File: src/rtl/seven_seg_scan.sv
// seven_seg_scan: multiplexed seven-segment display scanner.
// A prescaler steps through NUM_DIGITS digits; new display data is staged in a
// pending register and copied to the active register only at the frame wrap.
// All display outputs are active-low and registered.
// Optional feature: define SEVEN_SEG_LZB_EN to enable leading-zero blanking.
module seven_seg_scan #(
    parameter int NUM_DIGITS = 4,
    parameter int CLK_DIV    = 100000
) (
    input  logic                    clk,
    input  logic                    rst_n,
    input  logic [4*NUM_DIGITS-1:0] value,
    input  logic [NUM_DIGITS-1:0]   dp_in,
    input  logic [NUM_DIGITS-1:0]   blank_in,
    input  logic                    load,
    output logic [6:0]              seg,
    output logic                    dp,
    output logic [NUM_DIGITS-1:0]   an,
    output logic                    frame_start
);

    localparam int IW = (NUM_DIGITS > 1) ? $clog2(NUM_DIGITS) : 1;
    localparam int PW = $clog2(CLK_DIV);
    localparam logic [IW-1:0] LAST_IDX   = IW'(NUM_DIGITS - 1);
    localparam logic [PW-1:0] LAST_PRESC = PW'(CLK_DIV - 1);

    logic [PW-1:0]           r_presc;
    logic [IW-1:0]           r_idx;
    logic [4*NUM_DIGITS-1:0] r_pend_val,   r_act_val;
    logic [NUM_DIGITS-1:0]   r_pend_dp,    r_act_dp;
    logic [NUM_DIGITS-1:0]   r_pend_blank, r_act_blank;
    logic [6:0]              r_seg;
    logic                    r_dp;
    logic [NUM_DIGITS-1:0]   r_an;
    logic                    r_frame_start;

    logic                    w_tick;
    logic                    w_commit;
    logic [3:0]              w_nib;
    logic                    w_dp_req;
    logic                    w_blank_req;
    logic                    w_lzb;
    logic                    w_blank;
    logic [NUM_DIGITS-1:0]   w_an;

    function automatic logic [6:0] f_decode(input logic [3:0] nib);
        case (nib)
            4'h0: f_decode = 7'b1000000;
            4'h1: f_decode = 7'b1111001;
            4'h2: f_decode = 7'b0100100;
            4'h3: f_decode = 7'b0110000;
            4'h4: f_decode = 7'b0011001;
            4'h5: f_decode = 7'b0010010;
            4'h6: f_decode = 7'b0000010;
            4'h7: f_decode = 7'b1111000;
            4'h8: f_decode = 7'b0000000;
            4'h9: f_decode = 7'b0010000;
            4'hA: f_decode = 7'b0001000;
            4'hB: f_decode = 7'b0000011;
            4'hC: f_decode = 7'b1000110;
            4'hD: f_decode = 7'b0100001;
            4'hE: f_decode = 7'b0000110;
            default: f_decode = 7'b0001110;
        endcase
    endfunction

    assign w_tick   = (r_presc == LAST_PRESC);
    assign w_commit = w_tick && (r_idx == LAST_IDX);

    // Select the current digit's active data and work out whether it is dark.
    always_comb begin
        w_nib       = '0;
        w_dp_req    = 1'b0;
        w_blank_req = 1'b0;
        w_an        = '1;
        for (int unsigned i = 0; i < NUM_DIGITS; i++) begin
            if (r_idx == IW'(i)) begin
                w_nib       = r_act_val[4*i +: 4];
                w_dp_req    = r_act_dp[i];
                w_blank_req = r_act_blank[i];
                w_an[i]     = 1'b0;
            end
        end
`ifdef SEVEN_SEG_LZB_EN
        // Blank when this nibble and every higher one are zero; digit 0 never.
        w_lzb = (r_idx != '0);
        for (int unsigned j = 0; j < NUM_DIGITS; j++) begin
            if ((IW'(j) >= r_idx) && (r_act_val[4*j +: 4] != 4'h0))
                w_lzb = 1'b0;
        end
`else
        w_lzb = 1'b0;
`endif
        w_blank = w_blank_req | w_lzb;
    end

    // Prescaler and digit index.
    always_ff @(posedge clk or negedge rst_n) begin
        if (!rst_n) begin
            r_presc <= '0;
            r_idx   <= '0;
        end else begin
            r_presc <= w_tick ? '0 : r_presc + 1'b1;
            if (w_tick)
                r_idx <= (r_idx == LAST_IDX) ? '0 : r_idx + 1'b1;
        end
    end

    // Pending/active data; a load on the committing tick bypasses to active.
    always_ff @(posedge clk or negedge rst_n) begin
        if (!rst_n) begin
            r_pend_val   <= '0;
            r_pend_dp    <= '0;
            r_pend_blank <= '0;
            r_act_val    <= '0;
            r_act_dp     <= '0;
            r_act_blank  <= '0;
        end else begin
            if (load) begin
                r_pend_val   <= value;
                r_pend_dp    <= dp_in;
                r_pend_blank <= blank_in;
            end
            if (w_commit) begin
                r_act_val   <= load ? value    : r_pend_val;
                r_act_dp    <= load ? dp_in    : r_pend_dp;
                r_act_blank <= load ? blank_in : r_pend_blank;
            end
        end
    end

    // Registered display drive and frame pulse.
    always_ff @(posedge clk or negedge rst_n) begin
        if (!rst_n) begin
            r_seg         <= '1;
            r_dp          <= 1'b1;
            r_an          <= '1;
            r_frame_start <= 1'b0;
        end else begin
            r_seg         <= w_blank ? 7'b1111111 : f_decode(w_nib);
            r_dp          <= w_blank | ~w_dp_req;
            r_an          <= w_an;
            r_frame_start <= w_commit;
        end
    end

    assign seg         = r_seg;
    assign dp          = r_dp;
    assign an          = r_an;
    assign frame_start = r_frame_start;

endmodule

File: config.mk
export PLATFORM = sky130hd
export DESIGN_NAME = seven_seg_scan
export DESIGN_NICKNAME = d
export VERILOG_FILES = /design/src/rtl/seven_seg_scan.sv
export SDC_FILE = /design/constraint.sdc
export NUM_CORES = 1
export LEC_CHECK = 0
export CAP_MARGIN = 30
export CORE_MARGIN = 8
export CORE_UTILIZATION = 43
export DETAILED_ROUTE_END_ITERATION = 12
export PLACE_DENSITY_LB_ADDON = 0.12
export RECOVER_POWER = 100
export REMOVE_ABC_BUFFERS = 1
export SYNTH_ARGS = -nofsm -noshare
export SYNTH_HDL_FRONTEND = slang
export SYNTH_SLANG_ARGS = --single-unit
File: constraint.sdc
create_clock -name clk -period 3.02 [get_ports clk]
set_input_delay 0.302 -clock clk [delete_from_list [all_inputs] [get_ports clk]]
set_output_delay 0.302 -clock clk [all_outputs]
set_load 0.005 [all_outputs]
==> results of run 1 <==
-- how the worst max path moves through the flow --
stage,endpoint
5_1_grt,seg[5]
6_report,seg[6]
2_1_floorplan,seg[6]
3_3_place_gp,seg[5]
4_1_cts,seg[5]
3_5_place_dp,seg[6]
-- layout by cell type, fill, tap and decap left out, types with 2 or more instances in the layout --
cell and n:
nand2_1 19, clkbuf_1 6, ha_1 11, clkbuf_8 10
o211ai_1 3, a21oi_1 4, o221ai_1 4, xnor2_1 8
mux2i_1 2, o31ai_1 2, a22oi_1 2, and2_1 2
nor4_1 2, dfrtp_1 68, nor2_1 13, inv_1 10
nor2b_1 2, nor3_1 6, o21ai_0 3, dlygate4sd3_1 15
mux2_2 10, nand3_1 7, nand2b_1 2, mux2_1 38
xor2_1 7, o22ai_1 2, dfstp_2 12, clkdlybuf4s50_1 24
and3_1 6, clkinvlp_4 2
-- routing by layer --
metal	vias to the layer above	GRT usage	wire, um
met4	0	0.0575	115
met2	37	0.189	3060
met5	-	0	0
met3	12	0.0329	312
li1	1047	-	-
met1	1086	0.154	3140
-- cell families after synthesis --
kind of cell               Yosys count  synth area share
AOI/OAI and AO/OA                   31            0.0647
DFF                                 80             0.561
adders and majority gates           11            0.0383
xor gates and xnor gates            15            0.0365
buffers and inverters               21            0.0264
muxes                               50             0.176
and+or+nand+nor                     66            0.0974
-- cell type report --
type | instances | area share
clock buffers | 12 | 0.0345
flip-flops and latches | 80 | 0.480
well taps | 105 | 0.0313
clock inverters | 4 | 0.0128
repair buffers | 44 | 0.101
multi-input cells | 173 | 0.331
inverters | 10 | 0.00893
-- registers in the layout, summed over array words and instances (netlist names) --
name,count
r_act_blank,4
dp,1
r_presc,17
r_pend_val,16
r_pend_blank,4
an,4
r_idx,2
seg,7
r_pend_dp,4
r_act_val,16
frame_start,1
r_act_dp,4
-- worst reg2reg max path, cell delays in order (launching register included) --
cell,delay [ps]
dfrtp_1,400
inv_1,110
ha_1,360
nor2b_1,150
a221o_1,320
a22oi_1,320
inv_1,190
ha_1,270
a21boi_0,150
a21oi_1,160
o221ai_1,150
-- repair_timing --
item / in CTS / in global routing
gates resized for setup: 0 / 0
hold buffers: 1 / 0
endpoints found under the hold margin: 32 / 0
buffers inserted: 0 / 0
-- power groups by stage --
stage / clock network [W] / logic, W / registers (W)
floorplan: 0 / 0.0000952 / 0.00117
global placement: 0 / 0.000198 / 0.00118
detailed placement: 0 / 0.000202 / 0.00118
CTS: 0.000820 / 0.000204 / 0.00116
global route: 0.000865 / 0.000196 / 0.00116
finish: 0.000795 / 0.000175 / 0.00115
-- per-stage QoR --
step	util	hold WS [ps]	worst slack (ps)
2_1_floorplan	-	6.41	719
3_5_place_dp	0.502	316	409
5_1_grt	0.514	503	148
3_3_place_gp	0.499	459	551
6_report	0.514	475	343
4_1_cts	0.527	465	397
-- Yosys cell counts, drive strengths merged (3+ instances only) --
cell type / count / area, um2
dfrtp: 68 / 1700
buf: 3 / 27.5
o221ai: 4 / 35.0
xnor2: 8 / 70.1
nor2: 13 / 48.8
nand3: 7 / 35.0
o211ai: 3 / 22.5
nand2: 20 / 82.6
nor3: 6 / 30.0
clkbuf: 8 / 30.0
o21ai: 3 / 15.0
a21oi: 4 / 20.0
xor2: 7 / 61.3
mux2: 48 / 612
dfstp: 12 / 315
inv: 10 / 37.5
ha: 11 / 138
and2: 3 / 18.8
and3: 6 / 37.5
==> results.py, run 1 <==
metrics = {
    "timing": {
        "fin_tns_setup_ps": 0,
        "rsz0062_at_grt": "no",
        "skew_ps": 7.72,
        "fin_crit_sh": 0.886,
        "maxSlewHeadroom": -0.447,
        "clock.fmax_mhz": 374,
        "min_period_ps": 2680,
        "worst_pin_slew_ps": 2170,
        "setup_viol": 0,
        "hold_viol": 0,
        "slew_violations": 41,
    },
    "pwr": {
        "p_leak_nw": 1.87,
        "sw_frac_of_total": 0.229,
        "clock_power_share": 0.374,
        "seq_power_share": 0.544,
        "p_int_w": 0.00164,
        "power.density_nw_per_um2": 506,
        "power_w": 0.00212,
        "combinationalPowerShare": 0.082,
        "irDropWorstVdd_mv": 0.202,
        "power.switching_w": 0.000487,
    },
    "worst_setup_path": {
        "end_kind": "register",
        "cp.arrival_ps": 2920,
        "worst-path-stages": 10,
        "reg2reg_from": "r_idx[1]",
        "critPathKind": "register to register",
        "rr_worst_depth": 10,
        "cp_max_fo": 10,
        "path_delay_family": "compound AO/OA/AOI/OAI gates",
        "startpoint_type": "register",
        "crit_slowest_cell": "dfrtp_1",
        "rr_endpoint": "seg[6]",
        "required_ps": 3260,
        "cp-startpoint": "r_idx[1]",
        "path_cells": "inv_1 -> ha_1 -> nor2b_1 -> a221o_1 -> a22oi_1 -> inv_1 -> ha_1 -> a21boi_0 -> a21oi_1 -> o221ai_1",
        "r2r_setup_slack_ps": 340,
        "critPathBufInv": 2,
        "critPathMaxStageDelay_ps": 400,
    },
    "hold_path": {
        "hold_start": "r_presc[4]",
        "whs_path_depth": 1,
        "hold_path.class": "register to register",
        "worst_hold_path.endpoint": "r_presc[4]",
    },
    "final_layout": {
        "seqCellArea_um2": 2020,
        "final_nets": 356,
        "antenna_cells": 0,
        "fin_area_um2": 4200,
        "fill_cells": 736,
        "syn2layout_area_growth_pct": 16.8,
        "final_cell_count_no_fill": 428,
        "drive_gt1_frac": 0.121,
        "multi_input_area_um2": 1390,
    },
    "placed_design": {
        "place_inst": 411,
        "post_dp_cell_area_um2": 4100,
        "hpwl_um": 4680,
        "port_buffers": 39,
        "place_congestion": 0.806,
    },
    "routing": {
        "routed_wirelength_um": 6620,
        "route.detailed.drc": 0,
        "ant_nets": 0,
        "viasPerCell": 5.10,
        "drt_pass1_iterations": 4,
        "wl_per_cell_um": 15.5,
        "vias": 2182,
        "drt-initial-drc-count": 49,
    },
    "logic_synthesis": {
        "synth_edf_count": 0,
        "async_flop_share": 1.00,
        "synth_cell_types": 46,
        "seq_area_frac_synth": 0.561,
        "syn_area_um2": 3600,
        "netlist_instances": 274,
        "ys.flop_type": "dfrtp_1",
        "ys_ff_latch": 80,
        "syn_area_per_cell_um2": 13.1,
        "synth_warnings": 0,
    },
    "global_routing": {
        "grt_usage": 0.121,
        "grt_max_degree": 42,
        "gr-total-overflow": 0,
        "grt_pass1_vias": 2252,
        "grt_pass1_wl_um": 11100,
        "antenna_found_initial": 0,
    },
    "floorplan": {
        "start_util": 0.440,
        "die_w_um": 107,
        "die_y_um": 107,
        "core_area_um2": 8180,
        "rows": 33,
        "io_pins": 40,
        "dieArea_um2": 11500,
    },
    "cts": {
        "cts-buffers-inserted": 9,
        "numClockSinks": 80,
        "htreeDepth": 3,
        "cts_tree": "built",
        "clk_latency_ps": 350,
        "path_clk_slew_ps": 80,
        "root_buffer": "clkbuf_8",
        "clk_path_buf_depth": 2,
    },
    "status": {
        "failed_checks": "max-capacitance violations, max-slew violations",
        "status": "finished with violations",
    },
    "run": {
        "maxCapViolCount": 1,
    },
}
No activity file was read; power rests on OpenSTA's default activity.
==> inputs of run 2 (changes only) <==
Settings changed: CORE_MARGIN 8 to unset.
==> run 2 against run 1 <==
Compared with the run above:
- first-iteration DRC count rose by 24%
- non-clock buffer count did not move
- critical endpoint unchanged
- clock power fell by 6.5%
- clock skew rose by 3.1 ps
- sequential power barely moved
- the run now ends clean
- wire length fell by 4.7%
==> results.py, run 2 (synthesis results as in run 1) <==
metrics = {
    "status": {
        "status": "complete, no violations",
    },
    "routing": {
        "drt-initial-drc-count": 61,
        "vias": 2178,
        "viasPerCell": 5.12,
        "wl_per_cell_um": 14.8,
        "route.detailed.drc": 0,
        "routed_wirelength_um": 6310,
        "drt_pass1_iterations": 4,
        "ant_nets": 0,
    },
    "floorplan": {
        "rows": 32,
        "io_pins": 40,
        "dieArea_um2": 8730,
        "core_area_um2": 7890,
        "start_util": 0.456,
        "die_y_um": 93.4,
        "die_w_um": 93.4,
    },
    "timing": {
        "slew_violations": 0,
        "skew_ps": 10.8,
        "worst_pin_slew_ps": 1420,
        "rsz0062_at_grt": "no",
        "setup_viol": 0,
        "holdWs_ps": 480,
        "clock.fmax_mhz": 389,
        "fin_tns_setup_ps": 0,
        "min_period_ps": 2570,
        "fin_crit_sh": 0.850,
        "maxSlewHeadroom": 0.0566,
        "hold_viol": 0,
    },
    "global_routing": {
        "grt_max_degree": 56,
        "antenna_found_initial": 0,
        "gr-total-overflow": 0,
        "grt_usage": 0.165,
        "grt_pass1_vias": 2191,
        "grt_pass1_wl_um": 10800,
    },
    "placed_design": {
        "post_dp_cell_area_um2": 4100,
        "hpwl_um": 4360,
        "port_buffers": 39,
        "place_congestion": 0.797,
        "place_inst": 408,
    },
    "cts": {
        "path_clk_slew_ps": 80,
        "clk_latency_ps": 340,
        "cts_tree": "built",
        "htreeDepth": 3,
        "clk_path_buf_depth": 2,
        "cts_setup_buffers": 0,
        "cts-buffers-inserted": 9,
        "root_buffer": "clkbuf_8",
        "numClockSinks": 80,
        "cts_resized": 0,
    },
    "worst_setup_path": {
        "startpoint_type": "register",
        "path_cells": "inv_1 -> ha_1 -> nor2b_1 -> a221o_1 -> a22oi_1 -> inv_1 -> ha_1 -> a21boi_0 -> a21oi_1 -> o221ai_1",
        "worst-path-stages": 10,
        "rr_worst_depth": 10,
        "end_kind": "register",
        "crit_slowest_cell": "dfrtp_1",
        "critPathKind": "register to register",
        "cp.arrival_ps": 2830,
        "required_ps": 3280,
        "cp_max_fo": 10,
        "path_delay_family": "compound AO/OA/AOI/OAI gates",
        "critPathBufInv": 2,
        "critPathMaxStageDelay_ps": 410,
    },
    "pwr": {
        "power.density_nw_per_um2": 495,
        "p_leak_nw": 1.86,
        "irDropWorstVdd_mv": 0.253,
    },
    "final_layout": {
        "fin_area_um2": 4180,
        "drive_gt1_frac": 0.121,
        "most-common-layout-cells": "dfrtp_1, mux2_1, clkdlybuf4s50_1",
        "largest_register_ffs": 17,
        "final_util": 0.530,
        "final_nets": 356,
        "final_cell_count_no_fill": 425,
        "fill_cells": 696,
        "final_common_cell": "dfrtp_1",
        "reg_top3": "r_presc: 17 flops, r_act_val: 16 flops, r_pend_val: 16 flops",
        "syn2layout_area_growth_pct": 16.2,
        "top_register": "r_presc",
        "antenna_cells": 0,
    },
    "run": {
        "maxCapViolCount": 0,
    },
    "hold_path": {
        "hold_path.class": "register to register",
        "whs_path_depth": 1,
    },
}
[run 2: worst reg2reg max path, delay by kind of cell (launching register included)]
family	cells	cell delay, ps
adders and majority gates	2	610
and+or+nand+nor	1	140
buffers and inverters	2	280
AOI/OAI and AO/OA	5	1050
DFF	1	410
[run 2: final timing paths]
| path | start | slack [ps] | endpoint |
|---|---|---|---|
| setup / recovery | r_idx[1] | 450 | seg[6] |
| hold / removal | r_presc[0] | 480 | r_presc[0] |
| setup reg to reg | r_idx[1] | 450 | seg[6] |
| hold reg to reg | r_presc[0] | 480 | r_presc[0] |
| max in group asynchronous | rst_n | 780 | r_act_val[8] |
| min in group asynchronous | rst_n | 750 | r_pend_dp[1] |
[run 2: per-stage QoR]
| step | total power, W | setup WS (ps) |
|---|---|---|
| 3_5_place_dp | 0.00138 | 463 |
| 4_1_cts | 0.00212 | 456 |
| 6_report | 0.00207 | 452 |
| 5_1_grt | 0.00217 | 185 |
| 2_1_floorplan | 0.00127 | 719 |
| 3_3_place_gp | 0.00137 | 508 |
[run 2: final cells by class]
cell class	instances	area, um2	area share
Multi-Input combinational cell	173	1390	0.333
Tap cell	102	128	0.0305
Inverter	10	37.5	0.00898
Sequential cell	80	2020	0.483
Clock buffer	11	151	0.0362
Timing Repair Buffer	44	414	0.0991
Clock inverter	5	38.8	0.00928
[run 2: timing repair]
item                                    CTS  global route
hold endpoints to repair                 17             0
hold buffers                              1             0
endpoints found under the setup margin    0             0
[run 2: report_power, final]
part	switching, W	internal [W]	total [W]
clock	0.000397	0.000346	0.000743
sequential	0.0000191	0.00114	0.00116
combinational	0.0000799	0.0000914	0.000171
[run 2: routing by layer]
metal / global-route usage / up-vias / part of all wire
met1: 0.224 / 1074 / 0.49
li1: - / 1059 / -
met5: 0 / - / 0
met2: 0.259 / 35 / 0.45
met4: 0.0731 / 0 / 0.019
met3: 0.0285 / 10 / 0.036
==> inputs of run 3 (changes only) <==
Settings changed: CORE_ASPECT_RATIO set to 1.5, PLACE_DENSITY_LB_ADDON 0.12 to unset.
==> run 3 against run 2 <==
Compared with the run above:
- sequential cell count is the same
- core utilization up 0.37 points
- die area barely moved
- critical path depth unchanged
- sequential power is essentially flat
- global-route usage grew 0.18 points
- worst setup slack gained 6.6 ps
- maximum frequency grew 0.26%
- combinational power about the same
- first-iteration DRC count increased by 39%
- sequential share of layout area fell by 1.3 points
==> results.py, run 3 (synthesis results as in run 1) <==
metrics = {
    "cts": {
        "path_clk_slew_ps": 60,
        "cts_hold_buf": 1,
        "cts_resized": 0,
        "cts_setup_buffers": 0,
        "clk_latency_ps": 330,
        "cts-buffers-inserted": 9,
        "clk_path_buf_depth": 2,
        "root_buffer": "clkbuf_16",
        "htreeDepth": 3,
        "numClockSinks": 80,
        "cts_tree": "built",
    },
    "timing": {
        "worst_pin_slew_ps": 1410,
        "slew_violations": 0,
        "skew_ps": 6.09,
        "min_period_ps": 2560,
        "fin_tns_setup_ps": 0,
        "clock.fmax_mhz": 390,
        "setup_viol": 0,
        "rsz0062_at_grt": "no",
        "timing.final.ws_setup_ps": 458,
        "fin_crit_sh": 0.848,
        "maxSlewHeadroom": 0.0617,
        "hold_viol": 0,
    },
    "routing": {
        "route.detailed.drc": 0,
        "drt-initial-drc-count": 85,
        "routed_wirelength_um": 6450,
        "ant_nets": 0,
        "wl_per_cell_um": 15.1,
        "drt_pass1_iterations": 4,
        "viasPerCell": 5.17,
        "vias": 2211,
    },
    "worst_setup_path": {
        "r2r_setup_slack_ps": 460,
        "crit_slowest_cell": "dfrtp_1",
        "critPathMaxStageDelay_ps": 400,
        "end_kind": "register",
        "path_delay_family": "compound AO/OA/AOI/OAI gates",
        "critPathBufInv": 2,
        "cp.arrival_ps": 2790,
        "required_ps": 3250,
        "startpoint_type": "register",
        "critPathKind": "register to register",
        "path_cells": "inv_1 -> ha_1 -> nor2b_1 -> a221o_1 -> a22oi_1 -> inv_1 -> ha_1 -> a21boi_0 -> a21oi_1 -> o221ai_1",
        "cp_max_fo": 10,
    },
    "final_layout": {
        "final_common_cell": "dfrtp_1",
        "most-common-layout-cells": "dfrtp_1, mux2_1, clkdlybuf4s50_1",
        "antenna_cells": 0,
        "top_register": "r_presc",
        "reg_top3": "r_presc: 17 flops, r_act_val: 16 flops, r_pend_val: 16 flops",
        "largest_register_ffs": 17,
        "fill_cells": 695,
        "final_cell_count_no_fill": 428,
        "fin_area_um2": 4300,
        "drive_gt1_frac": 0.133,
        "final_nets": 356,
        "syn2layout_area_growth_pct": 19.5,
    },
    "hold_path": {
        "hold_path.class": "register to register",
    },
    "pwr": {
        "power_w": 0.00242,
        "irDropWorstVdd_mv": 0.325,
        "p_leak_nw": 1.92,
        "power.density_nw_per_um2": 564,
    },
    "floorplan": {
        "core_area_um2": 8060,
        "io_pins": 40,
        "start_util": 0.446,
        "dieArea_um2": 8740,
        "die_w_um": 76.7,
        "rows": 40,
        "die_y_um": 114,
    },
    "global_routing": {
        "gr-total-overflow": 0,
        "grt_max_degree": 59,
        "grt_pass1_wl_um": 11000,
        "grt_usage": 0.166,
        "grt_pass1_vias": 2332,
        "antenna_found_initial": 0,
    },
    "placed_design": {
        "place_congestion": 0.851,
        "hpwl_um": 4610,
        "post_dp_cell_area_um2": 4110,
        "post-place-ws_ps": 470,
        "place_inst": 411,
        "port_buffers": 39,
    },
    "status": {
        "status": "complete, no violations",
    },
    "run": {
        "maxCapViolCount": 0,
    },
}
[run 3: through the flow]
step / hold WS, ps / utilization
floorplan: 6.41 / -
global placement: 454 / 0.506
detailed placement: 224 / 0.510
CTS: 404 / 0.549
global route: 505 / 0.533
finish: 478 / 0.533
[run 3: layout make-up]
| type | instances | area, um2 | share of cell area |
|---|---|---|---|
| Clock buffer | 10 | 239 | 0.0556 |
| Clock inverter | 6 | 68.8 | 0.0160 |
| Inverter | 10 | 37.5 | 0.00873 |
| Multi-Input combinational cell | 173 | 1390 | 0.324 |
| Sequential cell | 80 | 2020 | 0.469 |
| Tap cell | 105 | 131 | 0.0306 |
| Timing Repair Buffer | 44 | 413 | 0.0961 |
[run 3: routing by layer]
layer	wire, um	up-vias	GRT usage	part of all wire
met2	3470	32	0.288	0.54
met3	190	8	0.0480	0.029
li1	-	1055	-	-
met5	0	-	0	0
met1	2690	1116	0.186	0.42
met4	101	0	0.0821	0.016
[run 3: path summary, 6_finish.rpt]
path | start | endpoint | cells past startpoint
hold / removal | r_pend_val[2] | r_pend_val[2] | 1
hold reg to reg | r_pend_val[2] | r_pend_val[2] | 1
setup / recovery | r_idx[1] | seg[5] | 10
max in group asynchronous | rst_n | r_pend_val[6] | 3
min in group asynchronous | rst_n | r_presc[11] | 2
setup reg to reg | r_idx[1] | seg[5] | 10
[run 3: power breakdown]
part | internal [W] | switching, W | total (W)
clock | 0.000665 | 0.000428 | 0.00109
combinational | 0.0000928 | 0.0000786 | 0.000171
sequential | 0.00114 | 0.0000198 | 0.00116
[run 3: worst reg2reg max path, delay by kind of cell, from the launching register on]
kind	cells	cell delay (ps)
AOI/OAI and AO/OA	5	1040
adders and majority gates	2	590
DFF	1	400
buffers and inverters	2	280
and+or+nand+nor	1	150
==> RTL change 1 (config.mk and constraints of run 2) <==
Put one more register stage on the output `seg`, with the module's reset. The value now appears one clock later. The other outputs are not delayed to match.
--- a/src/rtl/seven_seg_scan.sv
+++ b/src/rtl/seven_seg_scan.sv
@@ -144,7 +144,13 @@
         end
     end
 
-    assign seg         = r_seg;
+    always_ff @(posedge clk or negedge rst_n) begin
+        if (!rst_n) begin
+            seg <= '0;
+        end else begin
+            seg <= r_seg;
+        end
+    end
     assign dp          = r_dp;
     assign an          = r_an;
     assign frame_start = r_frame_start;
Check against the original RTL: not equivalent (a bounded check fails within 4 cycles, from zero or initial values and one cycle with rst_n low).
==> RTL change 1 against run 2 <==
Routed wire length up 2.6%. Synthesized cell count is 2.6% higher. Sequential cell count up 7. Design area grew 4.6%. Setup slack worse by 140 ps. Synthesized area rose by 5.0%. Clock skew decreased by 2.4 ps. Total power up 8.8%. Utilization is 0.60 points lower. Critical path type unchanged.
==> RTL change 1: results (changes against run 2) <==
stage,metric,value,unit,change
worst_setup_path,worstPathMaxFanout,9,,was 10
cts,hold_buffers,1,,unchanged
synth,synthTopCellsByCount,"dfrtp_1 (75), mux2_2 (29), mux2_4 (19), nand2_1 (17), nor2_1 (13)",,"was dfrtp_1 (68), mux2_2 (29), mux2_4 (19), nand2_1 (19), nor2_1 (13)"
cts,path_clk_slew,80,ps,about the same
synth,ys_async_sr_fraction,100,%,unchanged
cts,clk_latency,360,ps,was 340 ps
worst_hold_path,hold_path.class,register to register,,unchanged
run_status,status,"complete, no violations",,unchanged
route,viasPerCell,5.21,,was 5.12
place,place.gp.congestion,0.855,,was 0.797
global_route,grt_pass1_wl,11.0,mm,was 10.8 mm
global_route,grt_use_total,16.2,%,was 16.5%
worst_setup_path,rr_endpoint,r_seg[6],,was seg[6]
worst_hold_path,hp-start,r_seg[1],,was r_presc[0]
worst_setup_path,crit_path_end,r_seg[6],,was seg[6]
cts,cts_root_buffer,clkbuf_8,,unchanged
worst_setup_path,reg2reg_setup_slack,320,ps,was 450 ps
pwr,peakVddDrop,0.248,mV,was 0.253 mV
cells_and_area,drive_above_1_share,13.4,%,was 12.1%
route,drtIter0Drc,53,,was 61
synth,seq_area_frac_synth,58.1,%,was 56.1%
worst_setup_path,r2r_start,r_idx[1],,unchanged
sta,tightest_slew,1400,ps,was 1420 ps
cells_and_area,reg_top3,"r_presc: 17 flops, r_act_val: 16 flops, r_pend_val: 16 flops",,unchanged
cells_and_area,fin_nets,362,,was 356
global_route,grt_pass1_vias,2239,,was 2191
pwr,p_leak,1.97,nW,was 1.86 nW
synth,ys_dominant_reg_cell,dfrtp_1,,unchanged
cts,clockBufferDepth,2,,unchanged
cells_and_area,antenna_cells,0,,unchanged
global_route,antenna_found_initial,0,,unchanged
route,wire_per_inst,14.9,microns,was 14.8 microns
synth,synth_area_leaders,"dfrtp_1 (50%), mux2_2 (8.7%), dfstp_2 (8.4%)",,"was dfrtp_1 (47%), mux2_2 (9.1%), dfstp_2 (8.8%)"
cts,cts_setup_buffers,0,,unchanged
sta,skew,8.49,ps,was 10.8 ps
synth,synthDistinctLibCells,47,,was 46
global_route,grt_max_degree,53,,was 56
synth,yosysWarnings,0,,unchanged
place,dp_hpwl,4.52,mm,was 4.36 mm
==> RTL change 1: cell count changes after synthesis <==
cell and delta:
a22oi_1 +1, or3b_2 +1, o21ai_0 +1, buf_2 +1
nand2b_1 -1, o311ai_1 -1, o211ai_1 -1, dfrtp_1 +7
nand2_1 -2, a21o_1 +1
==> RTL change 1: cell type report <==
type / instances / area [sq um]
multi-input combinational: 172 / 1400
inverter: 10 / 37.5
clock inverter: 4 / 45.0
tap: 105 / 131
fill: 766 / 3970
sequential: 87 / 2190
timing repair buffer: 44 / 410
clock buffer: 12 / 155
==> RTL change 1: metrics by stage <==
stage               instances  setup WS (ps)  total power, mW  instance area (sq um)
floorplan                 269            758             1.37                   3710
global placement          417            559             1.48                   4260
detailed placement        417            374             1.49                   4260
CTS                       434            350             2.31                   4470
global route              434            115             2.36                   4370
finish                    434            315             2.25                   4370
==> RTL change 1: kinds of logic after synthesis <==
group,synth area share [%]
mux,16.7
simple gates,9.15
compound gates,6.26
buf+inv,2.65
xor+xnor,3.48
fa+ha+maj,3.65
flops,58.1
==> RTL change 1: power breakdown <==
| group | switching, mW | internal (mW) | total, mW |
|---|---|---|---|
| Combinational | 0.0813 | 0.0921 | 0.173 |
| Clock | 0.394 | 0.423 | 0.818 |
| Sequential | 0.0210 | 1.24 | 1.26 |
| Total | 0.497 | 1.76 | 2.25 |
==> RTL change 1: worst min path at each step <==
stage                             end  slack, ps  depth (start not counted)
after CTS                      seg[1]        390                          0
after global placement    r_presc[14]        370                          1
after global routing           seg[2]        390                          0
after floorplan           frame_start          6                          0
final                          seg[1]        390                          0
after detailed placement  r_presc[14]        380                          1
==> RTL change 1: routing by layer <==
metal	part of all wire [%]	routed length, microns	track usage (%)	vias up
met2	45	2920	24.5	40
met3	4.0	260	5.21	16
met4	1.8	118	7.09	0
li1	-	-	-	1073
met5	0	0	0	-
met1	49	3170	21.4	1130
==> RTL change 1: critical path, cell delays in order, from the launching register on <==
cell and delay (ps):
dfrtp_1 410, inv_1 110, ha_1 330, nor2b_1 170
a221o_1 330, a22oi_1 360, inv_1 190, ha_1 260
a21boi_0 140, a21oi_1 160, o221ai_1 140
==> RTL change 2 (settings of run 2) <==
Without the edit above. Set the parameter `NUM_DIGITS` to 2 (it was 4).
--- a/src/rtl/seven_seg_scan.sv
+++ b/src/rtl/seven_seg_scan.sv
@@ -4,7 +4,7 @@
 // All display outputs are active-low and registered.
 // Optional feature: define SEVEN_SEG_LZB_EN to enable leading-zero blanking.
 module seven_seg_scan #(
-    parameter int NUM_DIGITS = 4,
+    parameter int NUM_DIGITS = 2,
     parameter int CLK_DIV    = 100000
 ) (
     input  logic                    clk,
Interface: changed (resized an, blank_in, dp_in and value); port bits go from 40 to 26. No check against the original RTL was run, so the function may have changed too.
==> RTL change 2 against run 2 <==
Total power is 38% lower. Non-clock buffer count shrank 16. First-iteration DRC count up 66%. Design area fell by 34%. Setup slack better by 150 ps. Routed wire length shrank 35%. Sequential cell count decreased by 27. Combinational power decreased by 32%. Synthesized cell count shrank 34%. Synthesized area fell by 34%. Critical path type unchanged.
==> RTL change 2: results (changes against run 2) <==
stage,metric,value,unit,change
synth,synth_area_leaders,"dfrtp_1 (45%), dfstp_2 (11%), mux2_2 (8.6%)",,"was dfrtp_1 (47%), mux2_2 (9.1%), dfstp_2 (8.8%)"
run_status,status,"complete, no violations",,unchanged
synth,synth.top_cell.area_share,45.5,%,was 47.3%
place,placed_cell_area,2710,sq um,was 4100 sq um
pwr,switchingPower,0.278,mW,was 0.496 mW
cells_and_area,signal_buffers,28,,was 44
worst_hold_path,hold_path.class,input port to async pin,,was register to register
synth,seq_area_frac_synth,56.6,%,was 56.1%
pwr,p_clk_share,31.2,%,was 35.9%
worst_setup_path,crit_path_end,r_act_val[5],,was seg[6]
worst_setup_path,r2r_start,r_presc[13],,was r_idx[1]
global_route,grt_use_total,16.0,%,was 16.5%
worst_setup_path,worstPathMaxFanout,13,,was 10
synth,synthTopCellsByCount,"dfrtp_1 (43), mux2_2 (18), nor2_1 (11), dfstp_2 (10), xnor2_1 (10)",,"was dfrtp_1 (68), mux2_2 (29), mux2_4 (19), nand2_1 (19), nor2_1 (13)"
sta,max_freq,413,MHz,was 389 MHz
cts,htreeDepth,2,,was 3
global_route,grt_pass1_wl,7.28,mm,was 10.8 mm
cells_and_area,bufAreaShareNonClock,10.0,%,was 9.91%
route,route.met2.wl,2.00,mm,was 2.87 mm
worst_setup_path,crit_arrival,2590,ps,was 2830 ps
sta,tightest_slew,1330,ps,was 1420 ps
cells_and_area,inverters,6,,was 10
route,vias,1467,,was 2178
route,drtIter0Drc,101,,was 61
cts,cts_inserted_buffers,5,,was 9
cells_and_area,n_clock_buffer,8,,was 11
sta,skew,12.5,ps,was 10.8 ps
route,finalWirelength,4.08,mm,was 6.31 mm
global_route,grt_max_degree,30,,was 56
cts,clk_latency,300,ps,was 340 ps
pwr,p_comb_share,9.2,%,was 8.3%
cells_and_area,drive_above_1_share,12.8,%,was 12.1%
pwr,p_leak,1.19,nW,was 1.86 nW
cells_and_area,fillers,442,,was 696
route,met3_length,154,microns,was 228 microns
worst_setup_path,crit_path_top_delay_cell,or4b_1,,was dfrtp_1
global_route,grtUsageMet3,3.47,%,was 2.85%
sta,worst_hold_slack,280,ps,was 480 ps
pwr,peakVddDrop,0.370,mV,was 0.253 mV
synth,synthDistinctLibCells,33,,was 46
cells_and_area,reg_top3,"r_presc: 17 flops, r_act_val: 8 flops, r_pend_val: 8 flops",,"was r_presc: 17 flops, r_act_val: 16 flops, r_pend_val: 16 flops"
global_route,grtUsageMet1,20.2,%,was 22.4%
route,met1Wirelength,1.87,mm,was 3.10 mm
worst_setup_path,reg2reg_depth,5,,was 10
worst_setup_path,reg2reg_setup_slack,600,ps,was 450 ps
place,place.gp.congestion,0.910,,was 0.797
cells_and_area,clock_area_share,3.27,%,was 4.55%
synth,synth-seq-cells,53,,was 80
cells_and_area,multi_input_area,937,sq um,was 1390 sq um
cts,cts_setup_buffers,0,,unchanged
place,preCtsSetupSlack,564,ps,was 463 ps
## RTL change 2: changes by cell type after synthesis, moves of 4 or more
cell and change:
mux2_2 -11, ha_1 -4, clkbuf_1 -7, mux2_4 -10
dfrtp_1 -25, nand4_1 +5, nand2_1 -11, inv_1 -4
and3_1 -6
## RTL change 2: cell families after synthesis
logic type                 count (synthesis)  share of synthesized area, %
and+or+nand+nor                           48                          10.9
buffers and inverters                     11                          2.17
muxes                                     34                          17.8
DFF                                       53                          56.6
AOI/OAI and AO/OA                         12                          3.28
adders and majority gates                  7                          3.70
xor gates and xnor gates                  15                          5.55
## RTL change 2: stage by stage
step / total power [mW] / util (%) / std cells
finish: 1.28 / 52.9 / 281
global route: 1.34 / 52.9 / 281
CTS: 1.31 / 53.7 / 281
detailed placement: 0.911 / 52.0 / 273
global placement: 0.899 / 51.6 / 272
floorplan: 0.834 / - / 175
